===== src/rtl/alu_pkg.sv =====
// Shared definitions for the ALU pipeline core.
// Contents: opcode encodings for the sel field, FSM state type.
package alu_pkg;

  localparam logic [2:0] OP_ADD = 3'b000;
  localparam logic [2:0] OP_SUB = 3'b001;
  localparam logic [2:0] OP_AND = 3'b010;
  localparam logic [2:0] OP_OR  = 3'b011;
  localparam logic [2:0] OP_XOR = 3'b100;
  localparam logic [2:0] OP_SHL = 3'b101;
  localparam logic [2:0] OP_SHR = 3'b110;
  localparam logic [2:0] OP_MUL = 3'b111;

  typedef enum logic [1:0] {
    IDLE = 2'd0,
    EXEC = 2'd1,
    DONE = 2'd2
  } state_t;

endpackage


===== src/rtl/alu_pipe_core_if.sv =====
// Request/result bus of the ALU pipeline core.
// Request side : in_valid, in_ready, a, b, sel
// Result side  : out_valid, out_ready, out, zero, carry, overflow, error
// master = requester/consumer, slave = the ALU core.
interface alu_pipe_core_if #(
  parameter int WIDTH = 8
);
  logic             in_valid;
  logic             in_ready;
  logic [WIDTH-1:0] a;
  logic [WIDTH-1:0] b;
  logic [2:0]       sel;
  logic             out_valid;
  logic             out_ready;
  logic [WIDTH-1:0] out;
  logic             zero;
  logic             carry;
  logic             overflow;
  logic             error;

  modport master (
    output in_valid, a, b, sel, out_ready,
    input  in_ready, out_valid, out, zero, carry, overflow, error
  );

  modport slave (
    input  in_valid, a, b, sel, out_ready,
    output in_ready, out_valid, out, zero, carry, overflow, error
  );
endinterface


===== src/rtl/alu_mul_seq.sv =====
// Sequential shift-add multiplier, one partial product per cycle.
// Ports: clk, rst_n (sync, active-low), start (load operands),
//        a, b (operands), done (final step this cycle),
//        product (2*WIDTH, valid while done is high).
module alu_mul_seq #(
  parameter int WIDTH = 8
) (
  input  logic               clk,
  input  logic               rst_n,
  input  logic               start,
  input  logic [WIDTH-1:0]   a,
  input  logic [WIDTH-1:0]   b,
  output logic               done,
  output logic [2*WIDTH-1:0] product
);
  localparam int CW = $clog2(WIDTH + 1);

  logic [2*WIDTH-1:0] mcand_q, mcand_d;
  logic [WIDTH-1:0]   mplier_q, mplier_d;
  logic [2*WIDTH-1:0] acc_q, acc_d;
  logic [CW-1:0]      cnt_q, cnt_d;
  logic [2*WIDTH-1:0] step_acc;

  // Product is the accumulator after the step taking effect at the next
  // edge, so the caller can capture it on the same edge as the last step.
  assign step_acc = acc_q + (mplier_q[0] ? mcand_q : '0);
  assign done     = (cnt_q == CW'(1));
  assign product  = step_acc;

  always_comb begin
    mcand_d  = mcand_q;
    mplier_d = mplier_q;
    acc_d    = acc_q;
    cnt_d    = cnt_q;
    if (start) begin
      mcand_d  = {{WIDTH{1'b0}}, a};
      mplier_d = b;
      acc_d    = '0;
      cnt_d    = CW'(WIDTH);
    end else if (cnt_q != '0) begin
      acc_d    = step_acc;
      mcand_d  = mcand_q << 1;
      mplier_d = mplier_q >> 1;
      cnt_d    = cnt_q - CW'(1);
    end
  end

  always_ff @(posedge clk) begin
    if (!rst_n) begin
      mcand_q  <= '0;
      mplier_q <= '0;
      acc_q    <= '0;
      cnt_q    <= '0;
    end else begin
      mcand_q  <= mcand_d;
      mplier_q <= mplier_d;
      acc_q    <= acc_d;
      cnt_q    <= cnt_d;
    end
  end
endmodule


===== src/rtl/alu_pipe_core.sv =====
// ALU core with valid/ready handshake on both sides.
// Single-cycle ops complete one cycle after acceptance; MUL runs through
// the sequential multiplier. Result and flags are held until consumed.
// Ports: clk, rst_n (sync, active-low), bus (alu_pipe_core_if.slave).
//
// state | meaning
// IDLE  | ready for a request
// EXEC  | multiplier stepping
// DONE  | result valid, waiting for out_ready
module alu_pipe_core #(
  parameter int WIDTH = 8
) (
  input  logic            clk,
  input  logic            rst_n,
  alu_pipe_core_if.slave  bus
);
  import alu_pkg::*;

  localparam int              MSB       = WIDTH - 1;
  localparam logic [WIDTH-1:0] SHIFT_LIM = WIDTH'(WIDTH);

  state_t             state_q, state_d;
  logic [WIDTH-1:0]   out_q, out_d;
  logic               out_valid_q, out_valid_d;
  logic               zero_q, zero_d;
  logic               carry_q, carry_d;
  logic               ovf_q, ovf_d;
  logic               err_q, err_d;

  logic               accept, mul_start, mul_done;
  logic [2*WIDTH-1:0] mul_product;

  logic [WIDTH:0]     sum_ext, shl_ext, shr_ext;
  logic [WIDTH-1:0]   alu_res;
  logic               alu_c, alu_v, alu_e;

  assign bus.in_ready  = (state_q == IDLE) & rst_n;
  assign accept        = bus.in_valid & bus.in_ready;
  assign mul_start     = accept & (bus.sel == OP_MUL);

  assign bus.out_valid = out_valid_q;
  assign bus.out       = out_q;
  assign bus.zero      = zero_q;
  assign bus.carry     = carry_q;
  assign bus.overflow  = ovf_q;
  assign bus.error     = err_q;

  alu_mul_seq #(.WIDTH(WIDTH)) u_mul (
    .clk     (clk),
    .rst_n   (rst_n),
    .start   (mul_start),
    .a       (bus.a),
    .b       (bus.b),
    .done    (mul_done),
    .product (mul_product)
  );

  // Extra bit on the shifts catches the last bit shifted out: the MSB for
  // SHL, the LSB for SHR; both stay 0 when b == 0.
  always_comb begin
    sum_ext = {1'b0, bus.a} + {1'b0, bus.b};
    shl_ext = {1'b0, bus.a} << bus.b;
    shr_ext = {bus.a, 1'b0} >> bus.b;
    alu_res = '0;
    alu_c   = 1'b0;
    alu_v   = 1'b0;
    alu_e   = 1'b0;
    case (bus.sel)
      OP_ADD: begin
        alu_res = sum_ext[WIDTH-1:0];
        alu_c   = sum_ext[WIDTH];
        alu_v   = (bus.a[MSB] == bus.b[MSB]) & (alu_res[MSB] != bus.a[MSB]);
      end
      OP_SUB: begin
        alu_res = bus.a - bus.b;
        alu_c   = bus.a < bus.b;
        alu_v   = (bus.a[MSB] != bus.b[MSB]) & (alu_res[MSB] != bus.a[MSB]);
      end
      OP_AND: alu_res = bus.a & bus.b;
      OP_OR:  alu_res = bus.a | bus.b;
      OP_XOR: alu_res = bus.a ^ bus.b;
      OP_SHL: begin
        if (bus.b >= SHIFT_LIM) begin
          alu_e = 1'b1;
        end else begin
          alu_res = shl_ext[WIDTH-1:0];
          alu_c   = shl_ext[WIDTH];
        end
      end
      OP_SHR: begin
        if (bus.b >= SHIFT_LIM) begin
          alu_e = 1'b1;
        end else begin
          alu_res = shr_ext[WIDTH:1];
          alu_c   = shr_ext[0];
        end
      end
      default: ;
    endcase
  end

  always_comb begin
    state_d     = state_q;
    out_d       = out_q;
    out_valid_d = out_valid_q;
    zero_d      = zero_q;
    carry_d     = carry_q;
    ovf_d       = ovf_q;
    err_d       = err_q;
    case (state_q)
      IDLE: begin
        if (accept) begin
          if (bus.sel == OP_MUL) begin
            state_d = EXEC;
          end else begin
            state_d     = DONE;
            out_valid_d = 1'b1;
            out_d       = alu_res;
            zero_d      = (alu_res == '0);
            carry_d     = alu_c;
            ovf_d       = alu_v;
            err_d       = alu_e;
          end
        end
      end
      EXEC: begin
        if (mul_done) begin
          state_d     = DONE;
          out_valid_d = 1'b1;
          out_d       = mul_product[WIDTH-1:0];
          zero_d      = (mul_product[WIDTH-1:0] == '0);
          carry_d     = |mul_product[2*WIDTH-1:WIDTH];
          ovf_d       = 1'b0;
          err_d       = 1'b0;
        end
      end
      DONE: begin
        if (bus.out_ready) begin
          state_d     = IDLE;
          out_valid_d = 1'b0;
        end
      end
      default: state_d = IDLE;
    endcase
  end

  always_ff @(posedge clk) begin
    if (!rst_n) begin
      state_q     <= IDLE;
      out_q       <= '0;
      out_valid_q <= 1'b0;
      zero_q      <= 1'b0;
      carry_q     <= 1'b0;
      ovf_q       <= 1'b0;
      err_q       <= 1'b0;
    end else begin
      state_q     <= state_d;
      out_q       <= out_d;
      out_valid_q <= out_valid_d;
      zero_q      <= zero_d;
      carry_q     <= carry_d;
      ovf_q       <= ovf_d;
      err_q       <= err_d;
    end
  end
endmodule


===== src/flat_wrapper.sv =====
// flat-port wrapper written by rule: the top's interface ports become plain ports
module alu_pipe_core_flat import alu_pkg::*;
#(
  parameter int WIDTH = 8
)
  (clk, rst_n, bus_in_valid, bus_a, bus_b, bus_sel, bus_out_ready, bus_in_ready, bus_out_valid, bus_out, bus_zero, bus_carry, bus_overflow, bus_error);
  alu_pipe_core_if #(.WIDTH(WIDTH)) bus_i ();
  input  logic clk;
  input  logic rst_n;
  input wire logic [$bits(bus_i.in_valid)-1:0] bus_in_valid;
  input wire logic [$bits(bus_i.a)-1:0] bus_a;
  input wire logic [$bits(bus_i.b)-1:0] bus_b;
  input wire logic [$bits(bus_i.sel)-1:0] bus_sel;
  input wire logic [$bits(bus_i.out_ready)-1:0] bus_out_ready;
  output wire logic [$bits(bus_i.in_ready)-1:0] bus_in_ready;
  output wire logic [$bits(bus_i.out_valid)-1:0] bus_out_valid;
  output wire logic [$bits(bus_i.out)-1:0] bus_out;
  output wire logic [$bits(bus_i.zero)-1:0] bus_zero;
  output wire logic [$bits(bus_i.carry)-1:0] bus_carry;
  output wire logic [$bits(bus_i.overflow)-1:0] bus_overflow;
  output wire logic [$bits(bus_i.error)-1:0] bus_error;
  assign bus_i.in_valid = bus_in_valid;
  assign bus_i.a = bus_a;
  assign bus_i.b = bus_b;
  assign bus_i.sel = bus_sel;
  assign bus_i.out_ready = bus_out_ready;
  assign bus_in_ready = bus_i.in_ready;
  assign bus_out_valid = bus_i.out_valid;
  assign bus_out = bus_i.out;
  assign bus_zero = bus_i.zero;
  assign bus_carry = bus_i.carry;
  assign bus_overflow = bus_i.overflow;
  assign bus_error = bus_i.error;
  alu_pipe_core #(.WIDTH(WIDTH)) u_core (.clk(clk), .rst_n(rst_n), .bus(bus_i));
endmodule

===== config.mk =====
export PLATFORM = sky130hd
export DESIGN_NAME = alu_pipe_core_flat
export DESIGN_NICKNAME = d
export VERILOG_FILES = /design/src/rtl/alu_pkg.sv /design/src/rtl/alu_pipe_core_if.sv /design/src/rtl/alu_mul_seq.sv /design/src/rtl/alu_pipe_core.sv /design/src/flat_wrapper.sv
export SDC_FILE = /design/constraint.sdc
export NUM_CORES = 1
export LEC_CHECK = 0
export CAP_MARGIN = 20
export CELL_PAD_IN_SITES_DETAIL_PLACEMENT = 0
export CELL_PAD_IN_SITES_GLOBAL_PLACEMENT = 1
export CORE_MARGIN = 1.5
export CORE_UTILIZATION = 35
export CTS_CLUSTER_SIZE = 16
export DETAILED_ROUTE_END_ITERATION = 6
export GPL_TIMING_DRIVEN = 0
export PLACE_DENSITY_LB_ADDON = 0.12
export SYNTH_ARGS = -nofsm -noshare
export SYNTH_HDL_FRONTEND = slang
export SYNTH_HIERARCHICAL = 1
export SYNTH_SLANG_ARGS = --single-unit
export TNS_END_PERCENT = 10

===== constraint.sdc =====
create_clock -name clk -period 8 [get_ports clk]
set_input_delay 1.6 -clock clk [delete_from_list [all_inputs] [get_ports clk]]
set_output_delay 1.6 -clock clk [all_outputs]
set_load 0.05 [all_outputs]

# ---- Word level (Yosys, flattened, before mapping)
# Cells that the tools add are included.
dict set report classes {
  addsub 4
  n_lt_le_gt_ge 2
  n_eq_ne 18
  n_shift 2
  n_mux 45
  n_bitwise 9
  n_reduce_logical 14
}
# operator n
set op_table {}
lappend op_table {{$mux 8} 9}
lappend op_table {{$pmux 8 s7} 1}
lappend op_table {{$mux 1} 19}
lappend op_table {{$add 16x16->16} 1}
lappend op_table {{$logic_not 8->1} 2}
lappend op_table {{$mux 16} 1}
lappend op_table {{$pmux 8 s2} 1}
lappend op_table {{$eq 3x3->1 const B} 4}
lappend op_table {{$pmux 1 s2} 5}
lappend op_table {{$add 8x8->9} 1}
lappend op_table {{$shl 8x8->9} 1}
lappend op_table {{$shr 9x8->9} 1}
lappend op_table {{$and 8x8->8} 1}
lappend op_table {{$ge 8x4->1 const B} 1}
lappend op_table {{$lt 8x8->1} 1}
lappend op_table {{$mux 2} 4}
lappend op_table {{$mux 4} 2}
lappend op_table {{$or 8x8->8} 1}
lappend op_table {{$reduce_or 8->1} 1}
lappend op_table {{$sub 8x8->8} 1}
lappend op_table {{$xor 8x8->8} 1}
lappend op_table {{$eq 3x2->1 const B} 2}
lappend op_table {{$pmux 2 s3} 1}
lappend op_table {{$and 1x1->1} 5}
lappend op_table {{21 further kinds} 27}
dict set report totals {
  regBits 59
  input_bits 23
  out_inout_bits 14
  word_cells 107
}

# ---- Depth between registers and ports, before layout
dict set report logic_depth {
  word_depth 7
  mapped_depth 14
  depth_no_buf 13
}

# ---- Modules after synthesis
# Netlist, hierarchy kept.
# mod n_inst cells_per_inst area_per_inst_um2 seq_area_each_um2
set modules_own_cells {}
lappend modules_own_cells {alu_mul_seq 1 341 2601.2 880.8}
lappend modules_own_cells {alu_pipe_core 1 338 2586.2 300.3}

# ---- Worst setup path before layout
# Ideal clock, no wire load.
dict set report synth_timing {
  path_type {in2out}
  startpoint {input port rst_n}
  endpoint {output port bus_in_ready}
  arrival_time_ns 3.012
  required_time_ns 6.400
  path_slack_ns 3.388
  path_stages 2
  n_path_buf 1
  cell_sequence {clkbuf_1 -> nor3b_1}
}
dict set report synth_between {
  elab_chain_cells 1
}
# element line_no
set synth_rtl {}
lappend synth_rtl {{from (decl)} flat_wrapper.sv:9} ;# input logic rst_n;
lappend synth_rtl {{$and 1x1->1} alu_pipe_core.sv:37} ;# assign bus.in_ready = (state_q == IDLE) & rst_n;
lappend synth_rtl {{to (decl)} flat_wrapper.sv:15} ;# output wire logic [$bits(bus_i.in_ready)-1:0] bus_in_ready;
# Every way passes these cells.

# ---- Final worst setup path
# Same ends and word-level chain as after synthesis.

==> summary.md <==
| Metric | Value |
|---|---|
| Final Routed Wirelength | 17100 µm |
| Chip height | 125 µm |
| Max Fclk | 0.183 GHz |
| Std cell rows | 44 |
| Post-synth ARST share | 0 |
| Core area | 14500 µm² |
| Post-DR vias/cell | 5.67 |
| Crit end category | output pin |
| Final hold violation count | 0 |
| Diodes inserted | 0 |
| Crit Path Category | primary input to output pin |
| TritonCTS clock tree | done |
| Clock Pin Slew Worst Setup and Hold Paths | 0.05 ns |
| Final worst slack | 2.53 ns |
| Total grt overflow | 0 |
| RSZ-0062 raised after global routing | no |
| Setup violators final | 0 |
| Peak supply drop | 0.158 mV |
| First-pass GRT wire length | 27400 µm |
| Mean post-synth cell area | 7.64 µm² |
| Largest net degree at the start of global routing | 13 |
| GRT Overall Usage | 0.222 |
| Yosys cell types | 73 |
| Die area | 15600 µm² |
| Tcrit/Tclk final | 0.683 |
| Synth Flop Type | dfxtp_1 |
| # nets final | 794 |
| Synth-to-Final Area Change | 17.5% |
| Startpoint types | primary input |
| DRT Pass-1 Iters | 6 |
| Clock latency on the worst-skew pair | 0.34 ns |
| Worst Hold Class | flop to flop |
| DR WL/cell | 18.7 µm |
| Post-Syn Area | 5190 µm² |
| Synthesized Nets | 747 |
| Slew headroom | 0.554 |
| Slew @ Worst Pin | 0.670 ns |
| Final Critical Period | 5.47 ns |
| Total vias in the final route | 5185 |
| Setup_tns | 0 ns |
| Setup WS pre-CTS | 2.54 ns |
| Worst EP required | 6.40 ns |
| Max cap viols | 0 |
| H-tree depth | 3 |
| Clk root buf | clkbuf_16 |
| Critical path arrival | 3.87 ns |
| Synth warn | 6 |
| RD Place Congestion | 0.896 |
| Sink Count | 59 |
| Chip width | 125 µm |
| Initial DRC count | 401 |
| Static leakage | 0.00240 µW |
| Initial antenna violation count | 0 |
| DP Wirelength | 13100 µm |
| PortBufs | 36 |
| IO Pins | 37 |
| Vias in the first global route | 5008 |
| Layout cells sized above 1 | 0.0725 |
| Hold-fix buffers at CTS | 0 |
| Initial core utilization | 0.358 |
| Outcome | finished, final reports clean |
| Post-CTS setup buffer count | 0 |
| Post-synthesis sequential area ratio | 0.228 |
| # fillers | 1507 |
| Final clock skew | 0.00994 ns |
| CTS buffer count | 9 |
| DRT antenna net count | 0 |
| Cts repair resizes | 0 |
| Cell Pwr Density | 201 nW/µm² |
| EDFF count, synth | 0 |
| Max clock buf depth | 2 |
| Gate count of the mapped netlist | 679 |
| CP max FO | 12 |
| DRC viols | 0 |
| Yosys reg bits | 59 |
| Slew Viols, Final | 0 |
## critical path: stages
cell             delay [ns]
clkdlybuf4s50_1        0.78
clkbuf_1               0.40
nor3b_1                0.24
clkdlybuf4s50_1        0.84
## cell usage after synthesis (5+ instances only)
| master | count | area share |
|---|---|---|
| and2_1 | 24 | 0.029 |
| nor3_1 | 8 | 0.0077 |
| a21o_1 | 9 | 0.013 |
| and3_1 | 8 | 0.0096 |
| nand3_1 | 16 | 0.015 |
| xor2_1 | 7 | 0.012 |
| o211ai_1 | 9 | 0.013 |
| mux2i_1 | 7 | 0.014 |
| ha_1 | 42 | 0.10 |
| buf_2 | 11 | 0.011 |
| o21ai_1 | 8 | 0.0077 |
| dfxtp_1 | 59 | 0.23 |
| nand2_1 | 106 | 0.077 |
| inv_1 | 26 | 0.019 |
| nand2b_1 | 6 | 0.0072 |
| a21oi_1 | 75 | 0.072 |
| mux4_2 | 8 | 0.035 |
| o21a_1 | 7 | 0.010 |
| nor2b_1 | 20 | 0.024 |
| a211oi_1 | 9 | 0.013 |
| o21bai_1 | 5 | 0.0072 |
| clkbuf_1 | 26 | 0.019 |
| o21ai_0 | 21 | 0.020 |
| nand4_1 | 7 | 0.0084 |
| a21boi_1 | 7 | 0.010 |
| nor2_1 | 34 | 0.025 |
| xnor2_1 | 13 | 0.022 |
| nor4_1 | 8 | 0.0096 |
| nor3b_1 | 6 | 0.0087 |
## placed cells by master, fill, tap and decap left out, types with 7 or more instances in the layout
cell type,count
nor2b_1,20
and2_1,24
clkbuf_1,27
clkdlybuf4s50_1,36
nor3_1,8
xor2_1,7
a21boi_1,7
nand2_1,106
nor4_1,8
ha_1,42
a211oi_1,9
nor2_1,34
o211ai_1,9
o21ai_1,8
mux4_2,8
o21a_1,7
nand4_1,7
and3_1,8
a21oi_1,75
clkbuf_16,9
inv_1,26
mux2i_1,7
nand3_1,16
buf_2,11
o21ai_0,21
dfxtp_1,59
xnor2_1,13
a21o_1,9
## final timing paths
check,startpoint,endpoint,slack (ns),depth (start not counted)
max,rst_n,bus_in_ready,2.53,4
min,u_core/bus.out[5],u_core/bus.out[5],0.45,2
max reg2reg,u_core/u_mul/mplier_q[0],u_core/bus.carry,4.73,14
min reg2reg,u_core/bus.out[5],u_core/bus.out[5],0.45,2
## flip-flops by register name, indices dropped and copies added, names as in the netlist
name / count
u_core/bus.overflow: 1
u_core/bus.out_valid: 1
u_core/bus.zero: 1
u_core/u_mul/acc_q: 16
u_core/u_mul/cnt_q: 4
u_core/bus.out: 8
u_core/bus.error: 1
u_core/u_mul/mcand_q: 16
u_core/bus.carry: 1
u_core/state_q: 2
u_core/u_mul/mplier_q: 8
## layer usage
| metal | vias to the layer above | global-route usage | share of wire |
|---|---|---|---|
| met1 | 2491 | 0.311 | 0.49 |
| li1 | 2539 | - | - |
| met4 | 0 | 0.0622 | 0.012 |
| met2 | 141 | 0.351 | 0.45 |
| met3 | 14 | 0.0357 | 0.048 |
| met5 | - | 0 | 0 |
## kinds of logic after synthesis
kind of cell,synth area share
xor+xnor,0.0338
simple gates,0.242
fa+ha+maj,0.113
buf+inv,0.0642
flops,0.228
mux,0.0555
compound gates,0.264
## metrics by stage
step                instances  utilization  total power (µW)  cell area (µm²)  hold slack (ns)
floorplan                 679            -               652             5190            0.432
global placement          899        0.399               805             5780            0.438
detailed placement        899        0.399               808             5780            0.445
CTS                       915        0.421              1240             6100            0.452
global route              915        0.421              1300             6100            0.480
finish                    915        0.421              1220             6100            0.447
## power breakdown
group | leakage [µW] | internal (µW) | switching (µW) | total (µW)
registers | 0.000478 | 319 | 15.8 | 335
clock network | 0.000149 | 273 | 147 | 420
logic | 0.00178 | 152 | 318 | 470
total | 0.00240 | 744 | 481 | 1220
## area by class of cell
class / instances / area [µm²] / area share
Multi-Input combinational cell: 544 / 3670 / 0.603
Sequential cell: 59 / 1180 / 0.194
Timing Repair Buffer: 36 / 360 / 0.0591
Tap cell: 184 / 230 / 0.0378
Clock buffer: 10 / 229 / 0.0376
Buffer: 45 / 216 / 0.0355
Inverter: 31 / 116 / 0.0191
Clock inverter: 6 / 88.8 / 0.0146
Note: power is estimated with default switching activity, not from simulation.
